--- config.mk ---
export PLATFORM = sky130hd
export DESIGN_NAME = seq_mul4
export DESIGN_NICKNAME = d
export VERILOG_FILES = /design/src/rtl/seq_mul4_pkg.sv /design/src/rtl/seq_mul4_pp_row4.sv /design/src/rtl/seq_mul4.sv
export SDC_FILE = /design/constraint.sdc
export NUM_CORES = 1
export LEC_CHECK = 0
export ABC_CLOCK_PERIOD_IN_PS = 8000
export CAP_MARGIN = 20
export CORE_ASPECT_RATIO = 1.25
export CORE_UTILIZATION = 45
export CTS_CLUSTER_DIAMETER = 40
export DETAILED_ROUTE_END_ITERATION = 8
export PLACE_DENSITY = 0.71
export SYNTH_ARGS = -nofsm -noshare
export SYNTH_HDL_FRONTEND = slang
export SYNTH_SLANG_ARGS = --single-unit
--- constraint.sdc ---
create_clock -name clk -period 8 [get_ports clk]
set_input_delay 1.6 -clock clk [delete_from_list [all_inputs] [get_ports clk]]
set_output_delay 1.6 -clock clk [all_outputs]
set_load 0.01 [all_outputs]
--- src/rtl/seq_mul4_pkg.sv ---
// seq_mul4_pkg: shared widths and FSM state encoding for the 4x4 sequential multiplier
package seq_mul4_pkg;
  localparam int W = 4;
  localparam int PW = 8;
  typedef enum logic [1:0] {IDLE, CALC, DONE} state_t;
endpackage

--- src/rtl/seq_mul4_pp_row4.sv ---
// pp_row4: one partial-product row, the multiplicand gated by a single multiplier bit
module pp_row4
  import seq_mul4_pkg::*;
(
  input  logic [W-1:0] a,
  input  logic         b_bit,
  output logic [W-1:0] row
);
  assign row = a & {W{b_bit}};
endmodule

--- src/rtl/seq_mul4.sv ---
// seq_mul4: shift-and-add 4x4 unsigned multiplier, one multiplier bit per clock
module seq_mul4
  import seq_mul4_pkg::*;
(
  input  logic          clk,
  input  logic          rst_n,
  input  logic          start,
  input  logic [W-1:0]  a,
  input  logic [W-1:0]  b,
  output logic          busy,
  output logic          done,
  output logic [PW-1:0] p
);
  state_t state_q, state_d;
  logic [1:0] cnt_q, cnt_d;
  logic [PW-1:0] acc_q, acc_d, p_q, p_d, sum;
  logic [W-1:0] a_q, a_d, b_q, b_d, row;
  pp_row4 u_row (.a(a_q), .b_bit(b_q[cnt_q]), .row(row));
  assign sum = acc_q + (PW'(row) << cnt_q);
  always_comb begin
    state_d = state_q;
    cnt_d = cnt_q;
    acc_d = acc_q;
    a_d = a_q;
    b_d = b_q;
    p_d = p_q;
    case (state_q)
      IDLE: if (start) begin
        a_d = a;
        b_d = b;
        acc_d = '0;
        cnt_d = '0;
        state_d = CALC;
      end
      CALC: begin
        acc_d = sum;
        cnt_d = cnt_q + 2'd1;
        if (cnt_q == 2'd3) begin
          p_d = sum;
          state_d = DONE;
        end
      end
      DONE: state_d = IDLE;
      default: state_d = IDLE;
    endcase
  end
  always_ff @(posedge clk or negedge rst_n) begin
    if (!rst_n) begin
      state_q <= IDLE;
      cnt_q <= '0;
      acc_q <= '0;
      a_q <= '0;
      b_q <= '0;
      p_q <= '0;
    end else begin
      state_q <= state_d;
      cnt_q <= cnt_d;
      acc_q <= acc_d;
      a_q <= a_d;
      b_q <= b_d;
      p_q <= p_d;
    end
  end
  assign busy = (state_q == CALC);
  assign done = (state_q == DONE);
  assign p = p_q;
endmodule

==> results.yml, run 1 <==
power_and_ir_drop:
  peakVddDrop_mv: 0.188
  power.density_nw_per_um2: 421
  leakage_nw: 0.829
clock_tree:
  hold_buffers: 0
  cts_buffer_depth: 2
  cts.repair.resized: 0
  clk_transition_reported_paths_ns: 0.09
  cts_setup_buffers: 0
  clk_latency_ns: 0.27
  cts_tree: "yes"
  cts_root_buffer: "clkbuf_8"
  numCtsBuffers: 3
  cts.sinks: 28
  cts.htree.levels: 1
critical_path:
  crit_path_end_kind: "output port"
  timing.rr.end: "acc_q[6]"
  path_max_fanout: 8
  regToRegSetupSlack_ns: 5.03
  startpoint: "state_q[0]"
  crit_family: "buffers and inverters"
  slowest_stage: "clkdlybuf4s50_1"
  rr_worst_depth: 8
  r2r-start: "cnt_q[1]"
  cp_slowest_stage_delay_ns: 0.58
  crit_path_start_kind: "register"
  critPathRequiredTime_ns: 6.40
  path_class: "register to output port"
  critical_path_buf_inv_count: 2
  crit_chain: "nand2b_2, clkinv_1, clkdlybuf4s50_1"
  worstPathArrival_ns: 1.75
yosys:
  yosys.area_share.simple_pct: 13.7
  synth-xor-area-share_pct: 1.76
  syn_avg_cell_area_um2: 11.3
  synth_edf_count: 0
  seq_area_frac_synth_pct: 46.9
  syn_inst: 132
  synth_mux_area_share_pct: 12.6
  synth_compound_area_share_pct: 14.7
  synth_ff_type: "dfrtp_1"
  ys_async_sr_fraction_pct: 100
  synth_area_um2: 1490
  synth-adder-area-share_pct: 8.05
  ys_warn_count: 0
  synth-seq-cells: 28
  synth_top_family_by_area: "compound AO/OA/AOI/OAI gates"
  ys_types: 40
  syn_nets: 152
detailed_routing:
  drt_wl_total_um: 2770
  via_per_inst: 5.53
  ant_nets: 0
  route.vias.total: 1056
  remaining_drc_errors: 0
  drt_first_pass_iters: 4
  wire_per_inst_um: 14.5
  drt_iter0_markers: 16
timing:
  post-route-min-period_ns: 3.35
  slew_violations: 0
  fin_worst_skew_ns: 0.00398
  hold_slack_ns: 0.487
  setup_violations: 0
  finalSetupTns_ns: 0
  post-route-period-util_pct: 41.9
  fmax_mhz: 298
  hold_viol: 0
  worstMarginPinSlew_ns: 0.844
  slew_headroom_pct: 43.6
  rsz0062_at_grt: "false"
global_routing:
  grt_remaining_overflow: 0
  grt_max_degree: 29
  antenna_found_initial: 0
  track_usage_pct: 17.9
  grt_pass1_wl_um: 4560
  grt_pass1_vias: 980
final_layout:
  nets: 175
  fill_cells: 272
  seqCellArea_um2: 701
  drive_gt1_share_pct: 15.6
  layout_commonest_cell: "dfrtp_1"
  multi_input_area_um2: 757
  post-route-util_pct: 56.0
  final_cells: 191
  syn2layout_area_growth_pct: 19.9
  layout_common_cells: "dfrtp_1 (28), clkdlybuf4s50_1 (20), nand2_1 (14)"
  num_antenna_cells: 0
die:
  start_util_pct: 46.7
  die_y_um: 66.4
  rows: 23
  io_pins: 21
  dieArea_um2: 3550
  design.core.area_um2: 3190
  dieWidth_um: 53.5
min_path:
  holdPathStages: 2
  holdPathEnd: "p[3]"
  hp-class: "register to register"
  min_from: "p[3]"
place:
  gp_congestion: 0.849
  numPortBuffers: 20
  hpwl_um: 2100
  dp.cells: 187
run_status:
  status: "finished, final reports clean"
job:
  cap_violations: 0
sequential cells by signal (all words and copies together), names as in the netlist:
signal and flops:
b_q 4, p 8, acc_q 8, state_q 2, a_q 4, cnt_q 2
cell type report:
cell class	instances	area share, %
clock buffer	4	3.08
sequential	28	39.2
timing repair buffer	21	11.6
multi-input combinational	95	42.3
inverter	6	1.26
tap	37	2.59
power breakdown:
group          switching, mW  leakage, nW  internal [mW]  total, mW
logic                  0.189        0.449          0.209      0.399
registers             0.0586        0.351          0.208      0.267
clock network         0.0433       0.0288         0.0441     0.0874
total                  0.291        0.829          0.462      0.753
layer usage:
metal  GRT usage, %  part of all wire (%)  up-vias
met3           2.76                   3.3        4
met1           22.8                    46      506
li1               -                     -      520
met4           4.93                   1.0        0
met5              0                     0        -
met2           30.5                    49       26
worst reg2reg max path, cell delays in order, from the launching register on:
cell     delay [ns]
dfrtp_1        0.58
mux4_2         0.61
and2_1         0.16
ha_1           0.33
nor2b_4        0.15
o31a_1         0.25
o21a_1         0.18
or3_1          0.33
a32o_1         0.27
cells by family after synthesis:
group	Yosys count
and+or+nand+nor	36
AOI/OAI and AO/OA	31
xor gates and xnor gates	3
adders and majority gates	9
buffers and inverters	9
DFF	28
muxes	16
metrics by stage:
stage          setup WS (ns)  cell area [um^2]  total power, mW
2_1_floorplan           5.30              1490            0.551
3_3_place_gp            4.85              1730            0.652
3_5_place_dp            4.79              1730            0.668
4_1_cts                 4.67              1790            0.757
5_1_grt                 4.62              1790            0.815
6_report                4.65              1790            0.753
worst max-delay path by stage:
stage	endpoint	slack, ns	depth (start not counted)
floorplan	acc_q[6]	5.30	9
global placement	a_q[2]	4.85	3
detailed placement	b_q[0]	4.79	3
CTS	busy	4.67	3
global route	busy	4.62	3
finish	busy	4.65	3
synth_stat cells (all sizes together), types with 2 or more instances:
cell type  instances  share of area (%)
nor2               4                1.0
nor2b              2                1.3
and2               4                1.7
a22o               5                2.9
o21a               2                1.0
inv                5                1.3
o21ai              8                2.7
a21o               2                1.0
ha                 8                6.7
xor2               2                1.2
or3                2               0.84
clkbuf             2               0.50
nand2             15                3.9
a21oi              6                2.3
mux2i              3                2.0
dfrtp             28                 47
mux2              12                9.1
nor4               2               0.84
o31a               2                1.2
No activity file was read; power rests on OpenSTA's default activity.
==> run 2, diff against run 1 <==
--- a/config.mk
+++ b/config.mk
@@ -5,13 +5,13 @@
 export SDC_FILE = /design/constraint.sdc
 export NUM_CORES = 1
 export LEC_CHECK = 0
-export ABC_CLOCK_PERIOD_IN_PS = 8000
+export ABC_CLOCK_PERIOD_IN_PS = 2800
 export CAP_MARGIN = 20
 export CORE_ASPECT_RATIO = 1.25
 export CORE_UTILIZATION = 45
 export CTS_CLUSTER_DIAMETER = 40
 export DETAILED_ROUTE_END_ITERATION = 8
-export PLACE_DENSITY = 0.71
+export PLACE_DENSITY = 0.73
 export SYNTH_ARGS = -nofsm -noshare
 export SYNTH_HDL_FRONTEND = slang
 export SYNTH_SLANG_ARGS = --single-unit
==> constraint.sdc (replaced) <==
create_clock -name clk -period 2.8 [get_ports clk]
set_input_delay 0.56 -clock clk [delete_from_list [all_inputs] [get_ports clk]]
set_output_delay 0.56 -clock clk [all_outputs]
set_load 0.01 [all_outputs]
==> run 2 against run 1 <==
  * Clock skew down 0.0013 ns
  * Routed wire length is 6.0% higher
  * Die area did not move
  * Utilization rose by 0.71 points
  * Cell count grew 1.0%
  * Sequential power rose to 2.8 times the previous value
  * Sequential cell count is the same
==> results.yml, run 2 (same netlist as run 1, synthesis figures left out) <==
run_status:
  status: "finished, final reports clean"
final_layout:
  syn2layout_area_growth_pct: 21.4
  post-route-util_pct: 56.7
  nets: 178
  num_antenna_cells: 0
  drive_gt1_share_pct: 17.9
  design_area_um2: 1810
  layout_common_cells: "dfrtp_1 (27), clkdlybuf4s50_1 (20), nand2_1 (14)"
  layout_commonest_cell: "dfrtp_1"
place:
  hpwl_um: 2230
  dpl_cell_area_um2: 1760
  gp_congestion: 0.869
  numPortBuffers: 20
die:
  io_pins: 21
  rows: 23
  start_util_pct: 46.7
  die_y_um: 66.4
  design.core.area_um2: 3190
  dieWidth_um: 53.5
  dieArea_um2: 3550
critical_path:
  worstPathArrival_ns: 2.82
  path_max_fanout: 5
  crit_path_end_kind: "register"
  critPathRequiredTime_ns: 2.96
  startpoint: "cnt_q[1]"
  path_class: "register to register"
  regToRegSetupSlack_ns: 0.13
  r2r-start: "cnt_q[1]"
  crit_path_start_kind: "register"
detailed_routing:
  route.vias.total: 1099
  drt_iter0_markers: 38
  wire_per_inst_um: 15.2
  routed-wl-met3_um: 68
  wl_met2_um: 1520
  remaining_drc_errors: 0
  maxUsedRoutingLayer: "met4"
  wl_met1_um: 1270
  drt_first_pass_iters: 4
  ant_nets: 0
  drt_wl_total_um: 2940
  via_per_inst: 5.69
timing:
  setup_violations: 0
  post-route-min-period_ns: 2.67
  slew_headroom_pct: 55.3
  slew_violations: 0
  hold_viol: 0
  post-route-period-util_pct: 95.2
  fmax_mhz: 375
  rsz0062_at_grt: "false"
  fin_worst_skew_ns: 0.00269
  worstMarginPinSlew_ns: 0.667
  finalSetupTns_ns: 0
clock_tree:
  cts_root_buffer: "clkbuf_8"
  cts.htree.levels: 1
  clk_latency_ns: 0.27
  cts_tree: "yes"
  cts_setup_buffers: 0
  clk_transition_reported_paths_ns: 0.09
  numCtsBuffers: 3
  cts.sinks: 28
  cts_buffer_depth: 2
power_and_ir_drop:
  leakage_nw: 0.835
  peakVddDrop_mv: 0.574
  power.density_nw_per_um2: 1210
global_routing:
  grt_remaining_overflow: 0
  grt_pass1_wl_um: 4760
  grt_pass1_vias: 1086
  grt_max_degree: 29
  track_usage_pct: 18.5
  antenna_found_initial: 0
min_path:
  min_from: "p[3]"
  hp-class: "register to register"
job:
  cap_violations: 0
-- run 2: what timing repair did --
action,4_1_cts,5_1_grt
endpoints found under the setup margin,0,4
hold buffers,0,0
resized for setup,0,2
-- run 2: layer usage --
layer / GRT usage (%) / up-vias
li1: - / 527
met1: 22.5 / 539
met2: 31.9 / 24
met3: 1.38 / 9
met4: 9.21 / 0
met5: 0 / -
-- run 2: final cells by class --
cell class                      instances  area (um^2)
Tap cell                               37         46.3
Inverter                                6         22.5
Timing Repair Buffer                   24          230
Fill cell                             279         1380
Multi-Input combinational cell         95          769
Sequential cell                        28          702
Clock buffer                            3         41.3
-- run 2: where the power goes --
| group | switching, mW | internal, mW | leakage [nW] |
|---|---|---|---|
| registers | 0.158 | 0.597 | 0.350 |
| clock network | 0.114 | 0.0965 | 0.0216 |
| logic | 0.584 | 0.637 | 0.464 |
| total | 0.855 | 1.33 | 0.835 |
-- run 2: path summary, 6_finish.rpt --
path                               to  cells past startpoint
hold / removal                   p[3]                      2
setup reg to reg             acc_q[7]                      8
min in group asynchronous  state_q[0]                      2
max in group asynchronous    cnt_q[0]                      2
hold reg to reg                  p[3]                      2
setup / recovery             acc_q[7]                      8
-- run 2: stage by stage --
step / total power [mW] / hold WS [ns] / setup WS, ns / cells
2_1_floorplan: 1.58 / 0.264 / 0.0980 / 132
4_1_cts: 2.17 / 0.486 / 0.0652 / 193
6_report: 2.19 / 0.477 / 0.134 / 193
3_3_place_gp: 1.89 / 0.460 / 0.154 / 190
5_1_grt: 2.36 / 0.510 / 0.0558 / 193
3_5_place_dp: 1.95 / 0.463 / 0.0695 / 190
-- run 2: critical path, cell delays in order (launching register included) --
cell and delay [ns]:
dfrtp_1 0.39, mux4_2 0.56, o211a_1 0.15, ha_1 0.35, a21o_1 0.21, a21oi_2 0.14, a21oi_1 0.09, or3_1 0.35
a221o_1 0.30
==> run 3, diff against run 2 <==
--- a/config.mk
+++ b/config.mk
@@ -9,6 +9,7 @@
 export CAP_MARGIN = 20
 export CORE_ASPECT_RATIO = 1.25
 export CORE_UTILIZATION = 45
+export CTS_BUF_LIST = sky130_fd_sc_hd__clkbuf_4
 export CTS_CLUSTER_DIAMETER = 40
 export DETAILED_ROUTE_END_ITERATION = 8
 export PLACE_DENSITY = 0.73
==> run 3 against run 2 <==
  * Final area down 1.0%
  * Cell count unchanged
  * Sequential power is essentially flat
  * Clock skew grew 0.00082 ns
  * First-iteration DRC count is 37% lower
  * Count of clock-buffer cells in the layout unchanged
  * Critical path depth did not move
  * Non-clock buffer count unchanged
  * Power down 2.3%
  * Via count shrank 2.4%
==> results.yml, run 3 (same netlist as run 1, synthesis figures left out) <==
die:
  rows: 23
  die_y_um: 66.4
  design.core.area_um2: 3190
  dieWidth_um: 53.5
  start_util_pct: 46.7
  dieArea_um2: 3550
  io_pins: 21
clock_tree:
  clk_transition_reported_paths_ns: 0.14
  cts_buffer_depth: 2
  cts_root_buffer: "clkbuf_4"
  hold_buffers: 0
  cts.sinks: 28
  cts_tree: "yes"
  numCtsBuffers: 3
  clk_latency_ns: 0.32
  cts.htree.levels: 1
critical_path:
  critical_path_buf_inv_count: 0
  crit_path_end_kind: "register"
  critPathRequiredTime_ns: 3.02
  path_class: "register to register"
  cp_slowest_stage_delay_ns: 0.55
  worstPathArrival_ns: 2.89
  regToRegSetupSlack_ns: 0.13
  path_max_fanout: 5
  crit_family: "compound AO/OA/AOI/OAI gates"
  crit_chain: "mux4_2, o211a_1, ha_1, a21o_1, a21oi_2, a21oi_1, or3_1, a221o_1"
  slowest_stage: "mux4_2"
  crit_path_start_kind: "register"
final_layout:
  syn2layout_area_growth_pct: 20.1
  layout_commonest_cell: "dfrtp_1"
  nets: 178
  final_cells: 193
  layout_common_cells: "dfrtp_1 (27), clkdlybuf4s50_1 (20), nand2_1 (14)"
  num_antenna_cells: 0
  post-route-util_pct: 56.1
  design_area_um2: 1790
  drive_gt1_share_pct: 17.9
  fill_cells: 282
detailed_routing:
  via_per_inst: 5.56
  ant_nets: 0
  drt_wl_total_um: 2920
  drt_iter0_markers: 24
  route.vias.total: 1073
  wire_per_inst_um: 15.1
  remaining_drc_errors: 0
  drt_first_pass_iters: 4
timing:
  setup_ws_ns: 0.125
  setup_violations: 0
  rsz0062_at_grt: "false"
  fin_worst_skew_ns: 0.00351
  hold_viol: 0
  hold_slack_ns: 0.492
  worstMarginPinSlew_ns: 0.684
  slew_headroom_pct: 54.2
  fmax_mhz: 374
  slew_violations: 0
  post-route-min-period_ns: 2.67
  finalSetupTns_ns: 0
  post-route-period-util_pct: 95.5
min_path:
  hp-class: "register to register"
run_status:
  status: "finished, final reports clean"
power_and_ir_drop:
  leakage_nw: 0.827
  fin_total_pwr_mw: 2.14
  power.density_nw_per_um2: 1190
  peakVddDrop_mv: 0.523
global_routing:
  grt_remaining_overflow: 0
  grt_pass1_wl_um: 4800
  grt_pass1_vias: 1096
  track_usage_pct: 18.8
  antenna_found_initial: 0
  grt_max_degree: 29
place:
  numPortBuffers: 20
  dp.cells: 190
  post-place-ws_ns: 0.0695
  dpl_cell_area_um2: 1760
  gp_congestion: 0.869
  hpwl_um: 2230
job:
  cap_violations: 0
## run 3: layout make-up
class	instances	area, um^2	share of cell area (%)
Clock buffer	3	22.5	1.26
Inverter	6	22.5	1.26
Multi-Input combinational cell	95	769	42.9
Tap cell	37	46.3	2.58
Timing Repair Buffer	24	230	12.8
Sequential cell	28	702	39.1
## run 3: path summary, 6_finish.rpt
check	depth (start not counted)	startpoint	to
worst max-delay path	8	cnt_q[1]	acc_q[7]
worst min-delay path	2	p[1]	p[1]
worst max register to register	8	cnt_q[1]	acc_q[7]
worst min register to register	2	p[1]	p[1]
max in group asynchronous	2	rst_n	cnt_q[0]
min in group asynchronous	2	rst_n	state_q[0]
## run 3: report_power, final
group	switching [mW]	leakage, nW	internal [mW]
registers	0.157	0.350	0.596
logic	0.584	0.464	0.638
clock network	0.110	0.0138	0.0505
total	0.852	0.827	1.28
## run 3: worst reg2reg max path, cell delays in order (launching register included)
cell     delay, ns
dfrtp_1       0.40
mux4_2        0.55
o211a_1       0.15
ha_1          0.35
a21o_1        0.21
a21oi_2       0.14
a21oi_1       0.09
or3_1         0.35
a221o_1       0.31
## run 3: layer usage
layer	vias up	track usage [%]	share of wire [%]
met3	7	2.30	3.0
met1	517	22.4	43
met5	-	0	0
met4	0	9.54	2.2
met2	24	32.0	52
li1	525	-	-
## run 3: what timing repair did
item | CTS | global route
resized for setup | 0 | 2
endpoints found under the setup margin | 0 | 4
buffers inserted | 0 | 0
